### src/rtl/reg_file_pkg.sv
// Shared defaults, types and address-qualification helper for the multiport register file.
package reg_file_pkg;

    localparam int unsigned DEF_DATA_W   = 16;
    localparam int unsigned DEF_NUM_REGS = 16;
    localparam int unsigned DEF_NUM_RD   = 2;
    localparam int unsigned DEF_ADDR_W   = $clog2(DEF_NUM_REGS);

    typedef logic [DEF_ADDR_W-1:0] rf_addr_t;
    typedef logic [DEF_DATA_W-1:0] rf_data_t;

    // True when addr names a real register that accepts writes and reservations.
    function automatic logic rfWritable(int unsigned addr, int unsigned numRegs, bit zeroReg);
        return (addr < numRegs) && !(zeroReg && (addr == 0));
    endfunction

endpackage

### src/rtl/rf_scoreboard.sv
// Per-register pending flags: set by a reservation, cleared by the producer's write.
module rf_scoreboard
    import reg_file_pkg::*;
#(
    parameter int unsigned  NUM_REGS = DEF_NUM_REGS,
    parameter bit           ZERO_REG = 1'b1,
    localparam int unsigned ADDR_W   = $clog2(NUM_REGS)
) (
    input  logic                clk,
    input  logic                rst_n,
    input  logic                wr_en,
    input  logic [ADDR_W-1:0]   wr_addr,
    input  logic                rsv_en,
    input  logic [ADDR_W-1:0]   rsv_addr,
    output logic [NUM_REGS-1:0] busy_vec
);

    logic [NUM_REGS-1:0] busyQ;
    logic [NUM_REGS-1:0] busyD;

    always_comb begin
        busyD = busyQ;
        if (wr_en && rfWritable(32'(wr_addr), NUM_REGS, ZERO_REG)) begin
            busyD[wr_addr] = 1'b0;
        end
        // Applied after the clear so a same-cycle reservation opens a new pending window.
        if (rsv_en && rfWritable(32'(rsv_addr), NUM_REGS, ZERO_REG)) begin
            busyD[rsv_addr] = 1'b1;
        end
    end

    always_ff @(posedge clk or negedge rst_n) begin
        if (!rst_n) begin
            busyQ <= '0;
        end else begin
            busyQ <= busyD;
        end
    end

    assign busy_vec = busyQ;

endmodule

### src/rtl/multiport_reg_file.sv
// Multiport register file with combinational read ports and a pending-write scoreboard.
// Define REGFILE_BYPASS_EN to forward a same-cycle write to matching read ports.
module multiport_reg_file
    import reg_file_pkg::*;
#(
    parameter int unsigned  DATA_W   = DEF_DATA_W,
    parameter int unsigned  NUM_REGS = DEF_NUM_REGS,
    parameter int unsigned  NUM_RD   = DEF_NUM_RD,
    parameter bit           ZERO_REG = 1'b1,
    localparam int unsigned ADDR_W   = $clog2(NUM_REGS)
) (
    input  logic                           clk,
    input  logic                           rst_n,
    input  logic [NUM_RD-1:0][ADDR_W-1:0]  rd_addr,
    output logic [NUM_RD-1:0][DATA_W-1:0]  rd_data,
    output logic [NUM_RD-1:0]              rd_ready,
    input  logic                           wr_en,
    input  logic [ADDR_W-1:0]              wr_addr,
    input  logic [DATA_W-1:0]              wr_data,
    input  logic                           rsv_en,
    input  logic [ADDR_W-1:0]              rsv_addr,
    output logic [NUM_REGS-1:0]            busy_vec
);

    logic [DATA_W-1:0] regsQ [NUM_REGS];
    logic              wrTake;

    assign wrTake = wr_en && rfWritable(32'(wr_addr), NUM_REGS, ZERO_REG);

    always_ff @(posedge clk or negedge rst_n) begin
        if (!rst_n) begin
            for (int i = 0; i < NUM_REGS; i++) begin
                regsQ[i] <= '0;
            end
        end else if (wrTake) begin
            regsQ[wr_addr] <= wr_data;
        end
    end

    rf_scoreboard #(
        .NUM_REGS (NUM_REGS),
        .ZERO_REG (ZERO_REG)
    ) uScoreboard (
        .clk      (clk),
        .rst_n    (rst_n),
        .wr_en    (wr_en),
        .wr_addr  (wr_addr),
        .rsv_en   (rsv_en),
        .rsv_addr (rsv_addr),
        .busy_vec (busy_vec)
    );

    // Unwritable addresses (out of range, hardwired zero) read as a ready zero.
    always_comb begin
        for (int p = 0; p < NUM_RD; p++) begin
            rd_data[p]  = '0;
            rd_ready[p] = 1'b1;
            if (rfWritable(32'(rd_addr[p]), NUM_REGS, ZERO_REG)) begin
                rd_data[p]  = regsQ[rd_addr[p]];
                rd_ready[p] = ~busy_vec[rd_addr[p]];
`ifdef REGFILE_BYPASS_EN
                // Gated by rst_n so reset forces zero reads even while wr_en is held.
                if (rst_n && wr_en && (wr_addr == rd_addr[p])) begin
                    rd_data[p]  = wr_data;
                    rd_ready[p] = 1'b1;
                end
`endif
            end
        end
    end

endmodule

### config.mk
export PLATFORM = sky130hd
export DESIGN_NAME = multiport_reg_file
export DESIGN_NICKNAME = d
export VERILOG_FILES = /design/src/rtl/reg_file_pkg.sv /design/src/rtl/rf_scoreboard.sv /design/src/rtl/multiport_reg_file.sv
export SDC_FILE = /design/constraint.sdc
export NUM_CORES = 1
export LEC_CHECK = 0
export CAP_MARGIN = 0
export CORE_UTILIZATION = 50
export DETAILED_ROUTE_END_ITERATION = 10
export GPL_ROUTABILITY_DRIVEN = 0
export GPL_TIMING_DRIVEN = 1
export PLACE_DENSITY = 0.69
export SYNTH_ARGS = -nofsm -noshare
export SYNTH_HDL_FRONTEND = slang
export SYNTH_SLANG_ARGS = --single-unit
### constraint.sdc
create_clock -name clk -period 8.56 [get_ports clk]
set_clock_uncertainty 0.15 [all_clocks]
set_input_delay 2.568 -clock clk [delete_from_list [all_inputs] [get_ports clk]]
set_output_delay 2.568 -clock clk [all_outputs]
set_load 0.03 [all_outputs]
==> reports/qor.log, run 1 <==
[power] combinational group share of total power 25.8%
[yosys] count of synthesis-stage warnings from yosys 0
[floorplanning] Core Box Area 27,000 um2
[power] maximum ir drop on the vdd rail 0.000134 V
[power] net load switching power 1110 uW
[drt] number of vias after detailed routing 8,977
[drt] number of DRC markers in iteration 0 908
[global_routing] wire length of the first global-routing pass 57,600 um
[global_routing] vias in the first global route 9,249
[clock_network] clock latency of the later-clocked register in the worst-skew pair 540 ps
[power] part of the power in registers 44.8%
[power] relative contribution of the clock network to total power 29.4%
[final_layout] number of fill cells 2,141
[worst_setup_path] Top cell by count, worst path sky130_fd_sc_hd__clkdlybuf4s50_1
[timing] Final WS setup 736 ps
[clock_network] H-tree level count 1
[placement] area after detailed placement 14,800 um2
[worst_setup_path] top fanout value on the critical path 15
[timing] Worst Tran Pin Value 956 ps
[worst_setup_path] reg-to-reg slack, setup 7590 ps
[floorplanning] Cell Rows 60
[outcome] outcome finished, final reports clean
[timing] Tcrit/Tclk final 91.4%
[placement] worst setup slack after placement 767 ps
[worst_setup_path] Reg2Reg Capture Point regsQ[190]
[placement] DP HPWL 21,500 um
[power] Power Density 245 nW/um2
[yosys] compound-cell area share of the yosys netlist 5.57%
[clock_network] CTS tree done
[yosys] Yosys top cell area share 46.4%
[drt] count of TritonRoute iterations in the first routing pass 5
[drt] wire length on met2 17,500 um
[global_routing] total overflow reported by the global router 0
[final_layout] design area 15,700 um2
[timing] Final Critical Period 7820 ps
[yosys] ranking of synthesized cells by area sky130_fd_sc_hd__dfrtp_1 (46%), sky130_fd_sc_hd__mux2_2 (22%), sky130_fd_sc_hd__mux4_2 (14%)
[yosys] Synth Area in Simple Gates 3.83%
[clock_network] Num Clock Sinks 256
[power] net switching share of the total power 29.0%
[timing] number of hold-slack violations in the final timing report 0
[power] post-layout total power 3840 uW
[floorplanning] die area 28,300 um2
[worst_setup_path] start point of the critical path rd_addr[6]
[drt] drt drc 0
[worst_setup_path] category of the worst setup path launch point primary input
[final_layout] area occupied by multi-input gates 6830 um2
[yosys] number of flops mapped to enable cells by yosys 0
[yosys] xor/xnor share of the synthesized area 0%
[drt] met3 WL post-DR 2180 um
[final_layout] sequential cell area 6410 um2
[final_layout] Synth-to-Final Area Change 13.6%
[clock_network] CTS root buf sky130_fd_sc_hd__clkbuf_16
[floorplanning] io pins 86
[placement] port bufs 85
[final_layout] share of final-layout standard cells stronger than drive strength 1 46.3%
[power] Internal 2720 uW
[drt] wire length reported by the detailed router 36,900 um
[worst_setup_path] destination of the critical timing path rd_data[21]
[yosys] most used flip-flop cell after synthesis sky130_fd_sc_hd__dfrtp_1
[timing] Pins Over Slew Limit 0
[clock_network] CTS hold repair buffers 0
[drt] Final ANT Viol Nets 0
[global_routing] All-Layer GR Usage 26.9%
[worst_setup_path] Critical-path top delay cell sky130_fd_sc_hd__clkdlybuf4s50_1
[min_path] worst hold path class register to register
[yosys] number of standard cells after synthesis 929
[yosys] number of unique standard cell types used by synthesis 41
[worst_setup_path] largest incremental delay on the critical path 780 ps
[yosys] biggest area consumer among synthesized cells sky130_fd_sc_hd__dfrtp_1
[worst_setup_path] endpoint required time on the critical path 5840 ps
[global_routing] pin count of the biggest net entering global routing 158
[timing] maximum achievable frequency 0.128 GHz
[final_layout] Finished Core Util 58.0%
[clock_network] deepest clock path buffer count 3
[yosys] proportion of synthesized flip-flops having asynchronous set or reset 100%
[drt] detail-routed net length per standard cell 27.4 um
[yosys] cell with the most instances after synthesis sky130_fd_sc_hd__mux2_2
[worst_setup_path] cell chain of the critical path clkdlybuf4s50_1 -> or2_2 -> a221oi_1 -> nor3_1 -> clkdlybuf4s50_1
[worst_setup_path] endpoint kind of the worst setup timing path output port
[final_layout] # diodes 0
[clock_network] post-cts resize count 0
[drt] uppermost layer routed met4
[worst_setup_path] startpoint of the most critical register-to-register path regsQ[190]
[yosys] cell types with the highest counts after synthesis sky130_fd_sc_hd__mux2_2 (268), sky130_fd_sc_hd__dfrtp_1 (256), sky130_fd_sc_hd__mux4_2 (85)
[timing] setup repair after global routing missed its margin false
[floorplanning] Die H 168 um
[yosys] post-synth net total 965
[timing] Final TNS setup 0 ps
[timing] Final setup viols 0
[drt] vias per cell 6.68
[yosys] synthesized flop and latch total 256
[yosys] proportion of synthesized area in mux cells 40.1%
[drt] Post-Route M1 WL 16,200 um
[clock_network] number of buffers inserted during clock tree synthesis 29
[yosys] arithmetic-cell share of the synthesized area counting full adders, half adders and majority gates 0%
[floorplanning] initial core utilization 51.1%
[yosys] synthesized area per cell 14.9 um2
[worst_setup_path] critical path data arrival time 5110 ps
[yosys] Post-Syn Area 13,800 um2
[run] Max Cap Violations 0
[floorplanning] horizontal die dimension 168 um
[power] Leak 0.00644 uW
[yosys] register area share after synthesis 46.4%
[clock_network] register clock-pin slew on the reported worst setup and hold paths 60 ps
[worst_setup_path] critical path type primary input to output port
[clock_network] setup fix buffers added after clock tree synthesis 0
[yosys] combinational family with the most area after synthesis multiplexers
[worst_setup_path] R2R cell count 1
[final_layout] NumNets Final 1,023
[global_routing] initial antenna violation count 0
[timing] Worst slew margin 36.3%
through the flow:
stage / hold WS [ps] / std cells
2_1_floorplan: 327 / 929
3_3_place_gp: 214 / 1297
3_5_place_dp: 214 / 1297
4_1_cts: 228 / 1343
5_1_grt: 241 / 1343
6_report: 223 / 1343
final cells by class:
type	count	share of cell area, %
Clock buffer	40	5.15
Clock inverter	6	0.215
Inverter	1	0.0239
Multi-Input combinational cell	582	43.6
Sequential cell	256	40.8
Tap cell	341	2.72
Timing Repair Buffer	117	7.47
registers in the layout, indices dropped and copies added (netlist names):
register and flops:
regsQ 240, uScoreboard.busy_vec 16
power by group through the flow:
stage	logic [uW]	registers, uW	clock network, uW
final	992	1720	1130
after detailed placement	991	1730	0
after floorplan	706	1670	0
after global routing	1060	1750	1190
after CTS	996	1710	1150
after global placement	969	1720	0
per-layer routing:
metal / vias to the layer above / GRT usage, %
li1: 3750 / -
met1: 4787 / 39.1
met2: 379 / 43.0
met3: 61 / 3.50
met4: 0 / 7.63
met5: - / 0
cells in the final DEF (no fill, tap or decap), drive strengths merged, types with 11 or more instances in the layout:
master,count
mux4,102
nand2b,11
nor2b,19
mux2,273
dfrtp,256
nor3,17
clkdlybuf4s50,65
o22ai,15
nor2,25
o31ai,15
a221oi,32
a22oi,16
o21ai,19
buf,52
clkbuf,40
critical path: cells and delay by family:
kind,cells,cell delay [ps]
compound gates,1,120
buf+inv,2,1510
simple gates,2,900
worst min path at each step:
| stage | startpoint | end | slack, ps | cells past startpoint |
|---|---|---|---|---|
| floorplan | regsQ[189] | regsQ[189] | 330 | 1 |
| global placement | uScoreboard.busy_vec[0] | uScoreboard.busy_vec[0] | 210 | 0 |
| detailed placement | uScoreboard.busy_vec[0] | uScoreboard.busy_vec[0] | 210 | 0 |
| CTS | uScoreboard.busy_vec[0] | uScoreboard.busy_vec[0] | 230 | 0 |
| global route | uScoreboard.busy_vec[0] | uScoreboard.busy_vec[0] | 240 | 0 |
| finish | uScoreboard.busy_vec[0] | uScoreboard.busy_vec[0] | 220 | 0 |
cells by family (layout without fill, tap and decap cells):
family	Yosys count	after routing
mux	385	385
compound gates	105	105
buf+inv	91	164
flops	256	256
simple gates	92	92
No activity file was read; power rests on OpenSTA's default activity.
==> inputs of run 2 (changes only) <==
- CAP_MARGIN: 0 -> default
==> results of run 2 <==
The final DEF is identical to that of run 1; final timing and power are the same.
==> inputs of run 3 (changes only) <==
- CORE_MARGIN: default -> 2
- CTS_CLUSTER_DIAMETER: default -> 120
==> reports/qor.log, run 3 (same netlist as run 1, synthesis figures left out) <==
[outcome] outcome finished, final reports clean
[floorplanning] Die H 170 um [+1.2%]
[power] maximum ir drop on the vdd rail 0.000136 V [+2.0%]
[drt] Final ANT Viol Nets 0 [unchanged]
[global_routing] wire length of the first global-routing pass 55,800 um [-3.3%]
[clock_network] CTS hold repair buffers 0 [unchanged]
[global_routing] vias in the first global route 9,115 [-1.4%]
[drt] number of DRC markers in iteration 0 739 [-19%]
[clock_network] setup fix buffers added after clock tree synthesis 0 [unchanged]
[power] Power Density 254 nW/um2 [+3.8%]
[worst_setup_path] critical path type primary input to output port
[timing] Final TNS setup 0 ps [unchanged]
[min_path] worst hold path class register to register
[drt] count of TritonRoute iterations in the first routing pass 5 [unchanged]
[drt] vias per cell 6.55 [-1.9%]
[timing] Tcrit/Tclk final 91.9% [+0.48 points]
[final_layout] commonest cells after routing, fill and taps aside sky130_fd_sc_hd__mux2_2 (268), sky130_fd_sc_hd__dfrtp_1 (256), sky130_fd_sc_hd__mux4_2 (85), sky130_fd_sc_hd__clkdlybuf4s50_1 (65), sky130_fd_sc_hd__buf_4 (41)
[final_layout] design area 15,900 um2 [+1.1%]
[worst_setup_path] category of the worst setup path launch point primary input
[global_routing] initial antenna violation count 0 [unchanged]
[worst_setup_path] critical path data arrival time 5150 ps [+40 ps]
[worst_setup_path] buffering stage count on the worst path with inverters included 2 [unchanged]
[floorplanning] io pins 86 [unchanged]
[timing] maximum achievable frequency 0.127 GHz [-0.52%]
[run] Max Cap Violations 0 [unchanged]
[final_layout] number of flip-flops in the largest register 240 [unchanged]
[timing] Worst slew margin 33.9% [-2.3 points]
[timing] Final setup viols 0 [unchanged]
[floorplanning] Core Box Area 27,000 um2 [unchanged]
[global_routing] pin count of the biggest net entering global routing 177 [+12%]
[floorplanning] Cell Rows 60 [unchanged]
[drt] detail-routed net length per standard cell 26.5 um [-3.6%]
[placement] DP HPWL 21,000 um [-2.4%]
[worst_setup_path] Top cell by count, worst path sky130_fd_sc_hd__clkdlybuf4s50_1
[final_layout] register bank with the most flops regsQ
[final_layout] share of final-layout standard cells stronger than drive strength 1 46.8% [+0.47 points]
[worst_setup_path] cell chain of the critical path clkdlybuf4s50_1 -> or2_2 -> a221oi_1 -> nor3_1 -> clkdlybuf4s50_1
[placement] area after detailed placement 14,800 um2 [about the same]
[timing] setup repair after global routing missed its margin false
[worst_setup_path] endpoint kind of the worst setup timing path output port
[global_routing] All-Layer GR Usage 25.4% [-1.5 points]
[drt] wire length reported by the detailed router 35,700 um [-3.2%]
[placement] port bufs 85 [unchanged]
[floorplanning] initial core utilization 51.1% [unchanged]
[timing] Worst Tran Pin Value 991 ps [+34.8 ps]
[clock_network] CTS tree done
[power] Leak 0.00652 uW [+1.3%]
[global_routing] total overflow reported by the global router 0 [unchanged]
[timing] number of hold-slack violations in the final timing report 0 [unchanged]
[floorplanning] horizontal die dimension 170 um [+1.2%]
[worst_setup_path] top fanout value on the critical path 15 [unchanged]
[worst_setup_path] kind of cell with the highest combined delay on the critical path buffers and inverters
[worst_setup_path] endpoint required time on the critical path 5840 ps [about the same]
[final_layout] # diodes 0 [unchanged]
[clock_network] H-tree level count 1 [unchanged]
[worst_setup_path] largest incremental delay on the critical path 760 ps [-20 ps]
[clock_network] Num Clock Sinks 256 [unchanged]
[drt] drt drc 0 [unchanged]
[clock_network] CTS root buf sky130_fd_sc_hd__clkbuf_16
[drt] number of vias after detailed routing 8,835 [-1.6%]
[clock_network] number of buffers inserted during clock tree synthesis 28 [-3.4%]
[clock_network] clock latency of the later-clocked register in the worst-skew pair 540 ps [about the same]
[timing] Pins Over Slew Limit 0 [unchanged]
[clock_network] post-cts resize count 0 [unchanged]
[worst_setup_path] Critical-path top delay cell sky130_fd_sc_hd__clkdlybuf4s50_1
[clock_network] register clock-pin slew on the reported worst setup and hold paths 60 ps [about the same]
[clock_network] deepest clock path buffer count 3 [unchanged]
[final_layout] leading cell type in the layout, fill and taps excluded sky130_fd_sc_hd__mux2_2
[floorplanning] die area 28,900 um2 [+2.4%]
[final_layout] Synth-to-Final Area Change 14.9%
[final_layout] NumNets Final 1,022 [-0.098%]
[timing] Final Critical Period 7860 ps [+40.8 ps]
## run 3: per-stage QoR
stage | hold slack [ps] | total power, uW | setup WS (ps) | utilization, % | cells
after floorplan | 327 | 2380 | 1710 | - | 929
after global placement | 228 | 2680 | 834 | 54.9 | 1297
after detailed placement | 214 | 2710 | 802 | 54.9 | 1297
after CTS | 234 | 4040 | 792 | 58.7 | 1348
after global routing | 255 | 4200 | 659 | 58.7 | 1348
final | 227 | 4030 | 695 | 58.7 | 1348
## run 3: power by group
part	internal (uW)	total, uW	switching [uW]
Sequential	1490	1720	223
Clock	839	1330	491
Combinational	581	981	400
Total	2910	4030	1110
## run 3: final timing paths
| path | start | to | slack (ps) | cells after the start |
|---|---|---|---|---|
| setup / recovery | rd_addr[4] | rd_data[29] | 700 | 5 |
| hold / removal | uScoreboard.busy_vec[0] | uScoreboard.busy_vec[0] | 230 | 0 |
| setup reg to reg | regsQ[121] | regsQ[121] | 7580 | 1 |
| hold reg to reg | uScoreboard.busy_vec[0] | uScoreboard.busy_vec[0] | 230 | 0 |
| max in group asynchronous | rst_n | uScoreboard.busy_vec[2] | 5050 | 2 |
| min in group asynchronous | rst_n | regsQ[99] | 1850 | 1 |
## run 3: cell type report
class	instances	area [um2]
clock buffers	39	813
well taps	341	427
flip-flops and latches	256	6410
clock inverters	12	210
inverters	1	3.75
fillers	2121	11200
repair buffers	117	1160
multi-input cells	582	6830
## run 3: metal layers
| metal | wire length (um) | vias to the layer above | GRT usage [%] |
|---|---|---|---|
| met2 | 16800 | 331 | 40.4 |
| met4 | 801 | 0 | 6.69 |
| met1 | 15900 | 4711 | 36.9 |
| met3 | 2210 | 49 | 3.70 |
| met5 | 0 | - | 0 |
| li1 | - | 3744 | - |
